<file path="src/rtl/mips_mc_control_p.sv">
// mips_mc_control_p: multicycle MIPS control FSM driving datapath enables and mux selects
module mips_mc_control_p #(
  parameter logic [3:0] MEM_WAIT = 4'd1,
  parameter bit HALT_ON_BREAK = 1'b1,
  parameter bit EXC_EN = 1'b1
) (
  input  logic       clk,
  input  logic       rst,
  input  logic [5:0] opcode,
  input  logic [5:0] funct,
  input  logic       overflow,
  input  logic       zero,
  output logic       pc_write,
  output logic       mem_write,
  output logic       ir_write,
  output logic       reg_write,
  output logic       ab_write,
  output logic       aluout_write,
  output logic       mdr_write,
  output logic       epc_write,
  output logic [2:0] alu_op,
  output logic [1:0] mux_iord,
  output logic [1:0] mux_alu_src_a,
  output logic [1:0] mux_alu_src_b,
  output logic [2:0] mux_reg_dst,
  output logic [2:0] mux_mem_to_reg,
  output logic [2:0] mux_pc_source,
  output logic       rst_out,
  output logic       halted
);
  typedef enum logic [4:0] {
    S_RESET, S_FETCH, S_FWAIT, S_IR, S_DECODE, S_EXEC_R, S_EXEC_I, S_WB,
    S_BRANCH, S_JUMP, S_JAL, S_JR, S_RTE, S_ADDR, S_LOAD, S_LWAIT, S_LMDR,
    S_LWB, S_STORE, S_EXC_EPC, S_EXC_VEC, S_BRK, S_HALT
  } state_t;
  state_t state, nxt;
  logic [3:0] cnt;
  logic cause_ovf;
  logic r_type, r_alu, i_alu, ovf_op, is_slt;
  logic [2:0] exec_alu;
  assign r_type = opcode == 6'h00;
  assign r_alu = r_type && funct inside {6'h20, 6'h22, 6'h24, 6'h2A};
  assign i_alu = opcode inside {6'h08, 6'h09, 6'h0A};
  assign ovf_op = (r_type && funct inside {6'h20, 6'h22}) || opcode == 6'h08;
  assign is_slt = r_type ? funct == 6'h2A : opcode == 6'h0A;
  assign exec_alu = r_type ? (funct == 6'h22 ? 3'b010 : funct == 6'h24 ? 3'b011 :
                              funct == 6'h2A ? 3'b111 : 3'b001)
                           : (opcode == 6'h0A ? 3'b111 : 3'b001);
  // The wait counter reloads every non-wait cycle, so it holds MEM_WAIT-1 on entry to a wait state.
  always_ff @(posedge clk or posedge rst) begin
    if (rst) begin
      state <= S_RESET;
      cnt <= '0;
      cause_ovf <= 1'b0;
    end else begin
      state <= nxt;
      cnt <= (state == S_FWAIT || state == S_LWAIT) ? cnt - 4'd1 : MEM_WAIT - 4'd1;
      if (nxt == S_EXC_EPC) cause_ovf <= state == S_EXEC_R || state == S_EXEC_I;
    end
  end
  always_comb begin
    nxt = state;
    pc_write = 1'b0;
    mem_write = 1'b0;
    ir_write = 1'b0;
    reg_write = 1'b0;
    ab_write = 1'b0;
    aluout_write = 1'b0;
    mdr_write = 1'b0;
    epc_write = 1'b0;
    alu_op = 3'b000;
    mux_iord = 2'b00;
    mux_alu_src_a = 2'b00;
    mux_alu_src_b = 2'b00;
    mux_reg_dst = 3'b000;
    mux_mem_to_reg = 3'b000;
    mux_pc_source = 3'b000;
    rst_out = 1'b0;
    halted = 1'b0;
    case (state)
      S_RESET: begin
        reg_write = 1'b1;
        mux_reg_dst = 3'b100;
        rst_out = 1'b1;
        nxt = S_FETCH;
      end
      S_FETCH: nxt = MEM_WAIT != 4'd0 ? S_FWAIT : S_IR;
      S_FWAIT: nxt = cnt == 4'd0 ? S_IR : S_FWAIT;
      S_IR: begin
        ir_write = 1'b1;
        mux_alu_src_b = 2'b01;
        alu_op = 3'b001;
        mux_pc_source = 3'b001;
        pc_write = 1'b1;
        nxt = S_DECODE;
      end
      S_DECODE: begin
        ab_write = 1'b1;
        mux_alu_src_b = 2'b11;
        alu_op = 3'b001;
        aluout_write = 1'b1;
        nxt = r_alu ? S_EXEC_R : i_alu ? S_EXEC_I :
              opcode inside {6'h04, 6'h05} ? S_BRANCH :
              opcode == 6'h02 ? S_JUMP : opcode == 6'h03 ? S_JAL :
              opcode inside {6'h23, 6'h2B} ? S_ADDR :
              (r_type && funct == 6'h08) ? S_JR :
              (r_type && funct == 6'h13) ? S_RTE :
              (r_type && funct == 6'h0D) ? S_BRK :
              EXC_EN ? S_EXC_EPC : S_FETCH;
      end
      S_EXEC_R, S_EXEC_I: begin
        mux_alu_src_a = 2'b10;
        mux_alu_src_b = state == S_EXEC_I ? 2'b10 : 2'b00;
        alu_op = exec_alu;
        aluout_write = 1'b1;
        nxt = (EXC_EN && overflow && ovf_op) ? S_EXC_EPC : S_WB;
      end
      S_WB: begin
        reg_write = 1'b1;
        mux_mem_to_reg = is_slt ? 3'b101 : 3'b110;
        mux_reg_dst = r_type ? 3'b010 : 3'b000;
        nxt = S_FETCH;
      end
      S_BRANCH: begin
        mux_alu_src_a = 2'b10;
        alu_op = 3'b010;
        mux_pc_source = 3'b010;
        pc_write = opcode[0] ? !zero : zero;
        nxt = S_FETCH;
      end
      S_JUMP, S_JAL: begin
        mux_pc_source = 3'b110;
        pc_write = 1'b1;
        reg_write = state == S_JAL;
        mux_reg_dst = state == S_JAL ? 3'b011 : 3'b000;
        mux_mem_to_reg = state == S_JAL ? 3'b111 : 3'b000;
        nxt = S_FETCH;
      end
      S_JR: begin
        mux_alu_src_a = 2'b10;
        mux_pc_source = 3'b001;
        pc_write = 1'b1;
        nxt = S_FETCH;
      end
      S_RTE: begin
        mux_pc_source = 3'b011;
        pc_write = 1'b1;
        nxt = S_FETCH;
      end
      S_ADDR: begin
        mux_alu_src_a = 2'b10;
        mux_alu_src_b = 2'b10;
        alu_op = 3'b001;
        aluout_write = 1'b1;
        nxt = opcode == 6'h23 ? S_LOAD : S_STORE;
      end
      S_LOAD: begin
        mux_iord = 2'b01;
        nxt = MEM_WAIT != 4'd0 ? S_LWAIT : S_LMDR;
      end
      S_LWAIT: nxt = cnt == 4'd0 ? S_LMDR : S_LWAIT;
      S_LMDR: begin
        mdr_write = 1'b1;
        nxt = S_LWB;
      end
      S_LWB: begin
        reg_write = 1'b1;
        mux_mem_to_reg = 3'b001;
        nxt = S_FETCH;
      end
      S_STORE: begin
        mux_iord = 2'b01;
        mem_write = 1'b1;
        nxt = S_FETCH;
      end
      S_EXC_EPC: begin
        mux_alu_src_b = 2'b01;
        alu_op = 3'b010;
        epc_write = 1'b1;
        nxt = S_EXC_VEC;
      end
      S_EXC_VEC: begin
        pc_write = 1'b1;
        mux_pc_source = cause_ovf ? 3'b100 : 3'b101;
        nxt = S_FETCH;
      end
      S_BRK: begin
        if (HALT_ON_BREAK) nxt = S_HALT;
        else begin
          mux_alu_src_b = 2'b01;
          alu_op = 3'b010;
          mux_pc_source = 3'b001;
          pc_write = 1'b1;
          nxt = S_FETCH;
        end
      end
      S_HALT: halted = 1'b1;
      default: nxt = S_RESET;
    endcase
  end
endmodule

</file>
<file path="config.mk">
export PLATFORM = sky130hd
export DESIGN_NAME = mips_mc_control_p
export DESIGN_NICKNAME = d
export VERILOG_FILES = /design/src/rtl/mips_mc_control_p.sv
export SDC_FILE = /design/constraint.sdc
export NUM_CORES = 1
export LEC_CHECK = 0
export CORE_MARGIN = 5
export CORE_UTILIZATION = 40
export DETAILED_ROUTE_END_ITERATION = 8
export PLACE_DENSITY = 0.73
export SLEW_MARGIN = 20
export SYNTH_ARGS = -nofsm -noshare
export SYNTH_HDL_FRONTEND = slang
export SYNTH_SLANG_ARGS = --single-unit
</file>
<file path="constraint.sdc">
create_clock -name clk -period 3.2 [get_ports clk]
set_input_delay 0.96 -clock clk [delete_from_list [all_inputs] [get_ports clk]]
set_output_delay 0.96 -clock clk [all_outputs]
set_load 0.05 [all_outputs]
</file>
======== Word level (Yosys, flattened, before mapping) ========
Index checks and enable logic that the tools add are counted.
word-level totals
  bits in registers ....................... 10
  bits of input ports ..................... 16
  word-level logic and storage cells ...... 118
cells by class
  add/subtract/negate cells ............... 1
  equality and inequality tests ........... 39
  mux-type cells .......................... 45
  reduce and logical (&&, ||, !) cells .... 30
operators by type and width
  cell                number
  $pmux 5 s13         1
  $mux 5              11
  $eq 5x4->1 const B  8
  $eq 5x5->1 const B  8
  $eq 6x6->1 const B  6
  $eq 6x4->1 const B  5
  $pmux 3 s3          3
  $mux 3              7
  $eq 5x3->1 const B  4
  $pmux 3 s5          1
  $mux 1              13
  $eq 6x2->1 const B  2
  $eq 6x3->1 const B  2
  $reduce_or 2->1     6
  $eq 5x2->1 const B  2
  $mux 2              5
  $reduce_or 10->1    1
  $pmux 2 s4          1
  $eq 6x5->1 const B  1
  $logic_and 1x1->1   6
  $logic_not 6->1     1
  $reduce_bool 2->1   3
  $reduce_or 3->1     2
  $reduce_or 6->1     1
  other kinds (12)    15

======== Longest topological paths before layout ========
  depth after elaboration ................. 13
  depth in mapped cells ................... 8

======== Worst setup path before layout ========
No wires, ideal clock.
  path kind ............................... input to output
  start ................................... input opcode[4]
  end ..................................... output alu_op[2]
  arrival ................................. 3.154 ns
  slack ................................... -0.914 ns
  stages on the path ...................... 5
  path buffers ............................ 1
  path through ............................ clkbuf_1 nor4_4 nand3_1 o31ai_1 nor3b_1
between the ends
  cells in the longest elaborated chain, start to end .. 4
  elaborated cells between the ends (all ways) .. 5
RTL lines
  element          RTL line  RTL
  start, declared  9         input logic [5:0] opcode,
  $eq 6x4->1       48        : (opcode == 6'h0A ? 3'b111 : 3'b001);
  $mux 3           48
  $mux 3 (*)       46        assign exec_alu = r_type ? (funct == 6'h22 ? 3'b010 : funct == 6'h24 ? 3'b011 :
  $pmux 3 s3 (*)   80        case (state)
  end, declared    21        output logic [2:0] alu_op,
Every way passes the cells marked *; elsewhere a longest branch is shown, timed or not.

======== Final worst setup path ========
  start ................................... input opcode[5]
  end ..................................... output alu_op[0]
between the ends
  cells in the longest elaborated chain, start to end .. 3
RTL lines
  element          RTL line  RTL
  $logic_not 6->1  41        assign r_type = opcode == 6'h00;
  $mux 3           46
  $pmux 3 s3       80
No other way between the ends.

==> qor.txt <==
Synth Warn #: 0
vias in the first global route: 1606
P per Cell Area: 866.5 nW/um2
Routed Antenna Nets: 0
Async SR Flop Fraction: 100.0%
Final Hold Fails: 0
outcome: complete, but fails checks
Post-Syn Instances: 208
M2 GR Usage: 30.61%
CTS Hold Bufs: 0
Critical Path Source Type: input port
placed insts: 303
final period utilization: 102.8%
GP Congestion: 0.8217
Worst VDD drop: 0.4007 mV
dpl cell area: 2258 um2
hold path depth: 1
worst reg2reg path startpoint: state[0]
Post-DP HPWL: 3505 um
Longest Clk Path Bufs: 2
setup TNS: -226.8 ps
PortBufs: 41
first-pass GRT wire length: 7534 um
n_diodes: 0
WP data arrival: 2330 ps
Slew @ Worst Pin: 679.7 ps
gr ovfl total: 0
layout cells sized above 1: 35.11%
Critical Path RT: 2240 ps
CTS clk-pin slew, worst paths: 60 ps
Final #Nets: 281
H-Tree Depth: 1
count of pins over their slew limit: 0
failing checks: negative setup slack
worst setup margin: -89.91 ps
M1 GR Usage: 24.05%
ys flop type: dfrtp_1
max-cap viol count: 0
flops & latches, synth: 10
Vias: 1708
Clock Latency Late Sink: 260 ps
post-layout minimum cycle time: 3290 ps
ranking of synthesized cells by area: dfrtp_1, nor2_1, a21oi_1
clock root buffer: clkbuf_4
initial antenna violation count: 0
Starting DRT DRC Count: 199
CORE AREA: 3390 um2
Site Rows: 21
Yosys cell types: 51
drt first pass iters: 4
Num CTS Buffers: 3
drt total wl: 4318 um
io pins: 44
Clock Sinks: 10
Synth top cells by count: nor2_1, clkbuf_1, a21oi_1, nand2_1
share of Yosys cell area claimed by the top area cell type: 17.56%
post-route DRC violation count: 0
RSZ-0062 raised after global routing: true
largest net degree at the start of global routing: 16
Clock Skew: 1.113 ps
min-delay worst type: reg -> reg
CP Class: in -> out
most frequent cell after synthesis: nor2_1
worst reg2reg endpoint: cause_ovf
WHS: 467.8 ps
post-synth top area cell: dfrtp_1
Die X: 69.69 um
Via-to-Cell Ratio: 5.545
initial core utilization: 42.05%
sequential share of the synthesized area: 17.56%
Finished Layout Cells: 308
per-cell routed wire length: 14.02 um
overall global routing resource usage: 18.23%
f_max: 304.0 MHz
CTS tree: yes
met3 usage: 3.768%
Worst R2R Setup Slack: 760 ps
syn avg cell area: 6.852 um2
Lkg Pwr: 0.9910 nW
Setup crit end kind: primary output
worst-path maximum fanout: 3
Most Crowded Layer GR: met2
Hold Crit Start: cnt[0]
P&R area growth vs syn: 65.58%
die footprint: 4857 um2
Worst R2R Path Depth: 7
relative slew slack: 54.36%
Final Cell Area: 2360 um2
final setup vio count: 4
Post-Syn Area: 1425 um2
Chip Height: 69.69 um
number of flops mapped to enable cells by yosys: 0
hold path endpoint: cnt[0]
-- layer usage --
layer | part of all wire [%] | routed length (um)
met5 | 0 | 0
met4 | 0.86 | 37
met3 | 8.2 | 353
met2 | 48 | 2087
met1 | 43 | 1839
-- critical path, cell delays in order --
cell and delay, ps:
buf_8 100, nor4_4 290, buf_4 170, nand3_4 100, nor3_4 170, o32ai_2 110
a22oi_2 220, nor2_4 40, buf_6 170
-- area by class of cell --
type	instances	area (um2)
Multi-Input combinational cell	168	1220
Fill cell	265	1030
Timing Repair Buffer	72	775.7
Sequential cell	10	250.2
Tap cell	46	57.56
Inverter	9	33.78
Clock buffer	3	22.52
-- layout by cell type (no fill, tap or decap), types with 8 or more instances in the layout --
master / instances
nor3_1: 8
nor2_1: 27
o21ai_0: 9
buf_12: 15
buf_4: 39
dfrtp_1: 10
nand2_1: 14
a21oi_1: 11
inv_1: 9
-- how the worst max path moves through the flow --
stage	slack, ps	start	cells past startpoint	endpoint
global placement	-490	opcode[4]	8	alu_op[0]
floorplan	-170	opcode[4]	5	alu_op[2]
finish	-90	opcode[5]	9	alu_op[0]
CTS	-130	opcode[2]	8	mux_mem_to_reg[0]
detailed placement	-550	opcode[4]	8	alu_op[0]
global route	-140	opcode[5]	9	alu_op[0]
-- what timing repair did --
action                     in CTS  in global routing
setup endpoints to repair       7                  6
pin swaps                      15                  5
resized for setup              42                  3
buffers inserted                1                  1
cloned                          0                  0
-- sequential cells by signal, summed over array words and instances, names as in the netlist --
register	cells
state	5
cnt	4
cause_ovf	1
-- logic make-up after synthesis --
family | Yosys count | share of synthesized area (%)
AOI/OAI and AO/OA | 52 | 24.50
and+or+nand+nor | 104 | 41.88
other | 1 | 0.2631
adders and majority gates | 2 | 1.580
muxes | 1 | 0.7024
xor gates and xnor gates | 7 | 4.302
DFF | 10 | 17.56
buffers and inverters | 31 | 9.218
-- metrics by stage --
step           setup WS [ps]  util (%)  power [mW]
2_1_floorplan         -173.0         -       1.361
3_3_place_gp          -489.6     66.63       1.901
3_5_place_dp          -553.5     66.63       1.921
4_1_cts               -129.2     68.96       2.039
5_1_grt               -140.3     69.62       2.174
6_report              -89.91     69.62       2.045
-- report_power, final --
group / leakage [nW] / internal, mW / switching (mW)
combinational: 0.846 / 0.685 / 1.01
sequential: 0.131 / 0.180 / 0.0933
clock: 0.0138 / 0.0431 / 0.0374
total: 0.991 / 0.908 / 1.14
No activity file was read; power rests on OpenSTA's default activity.
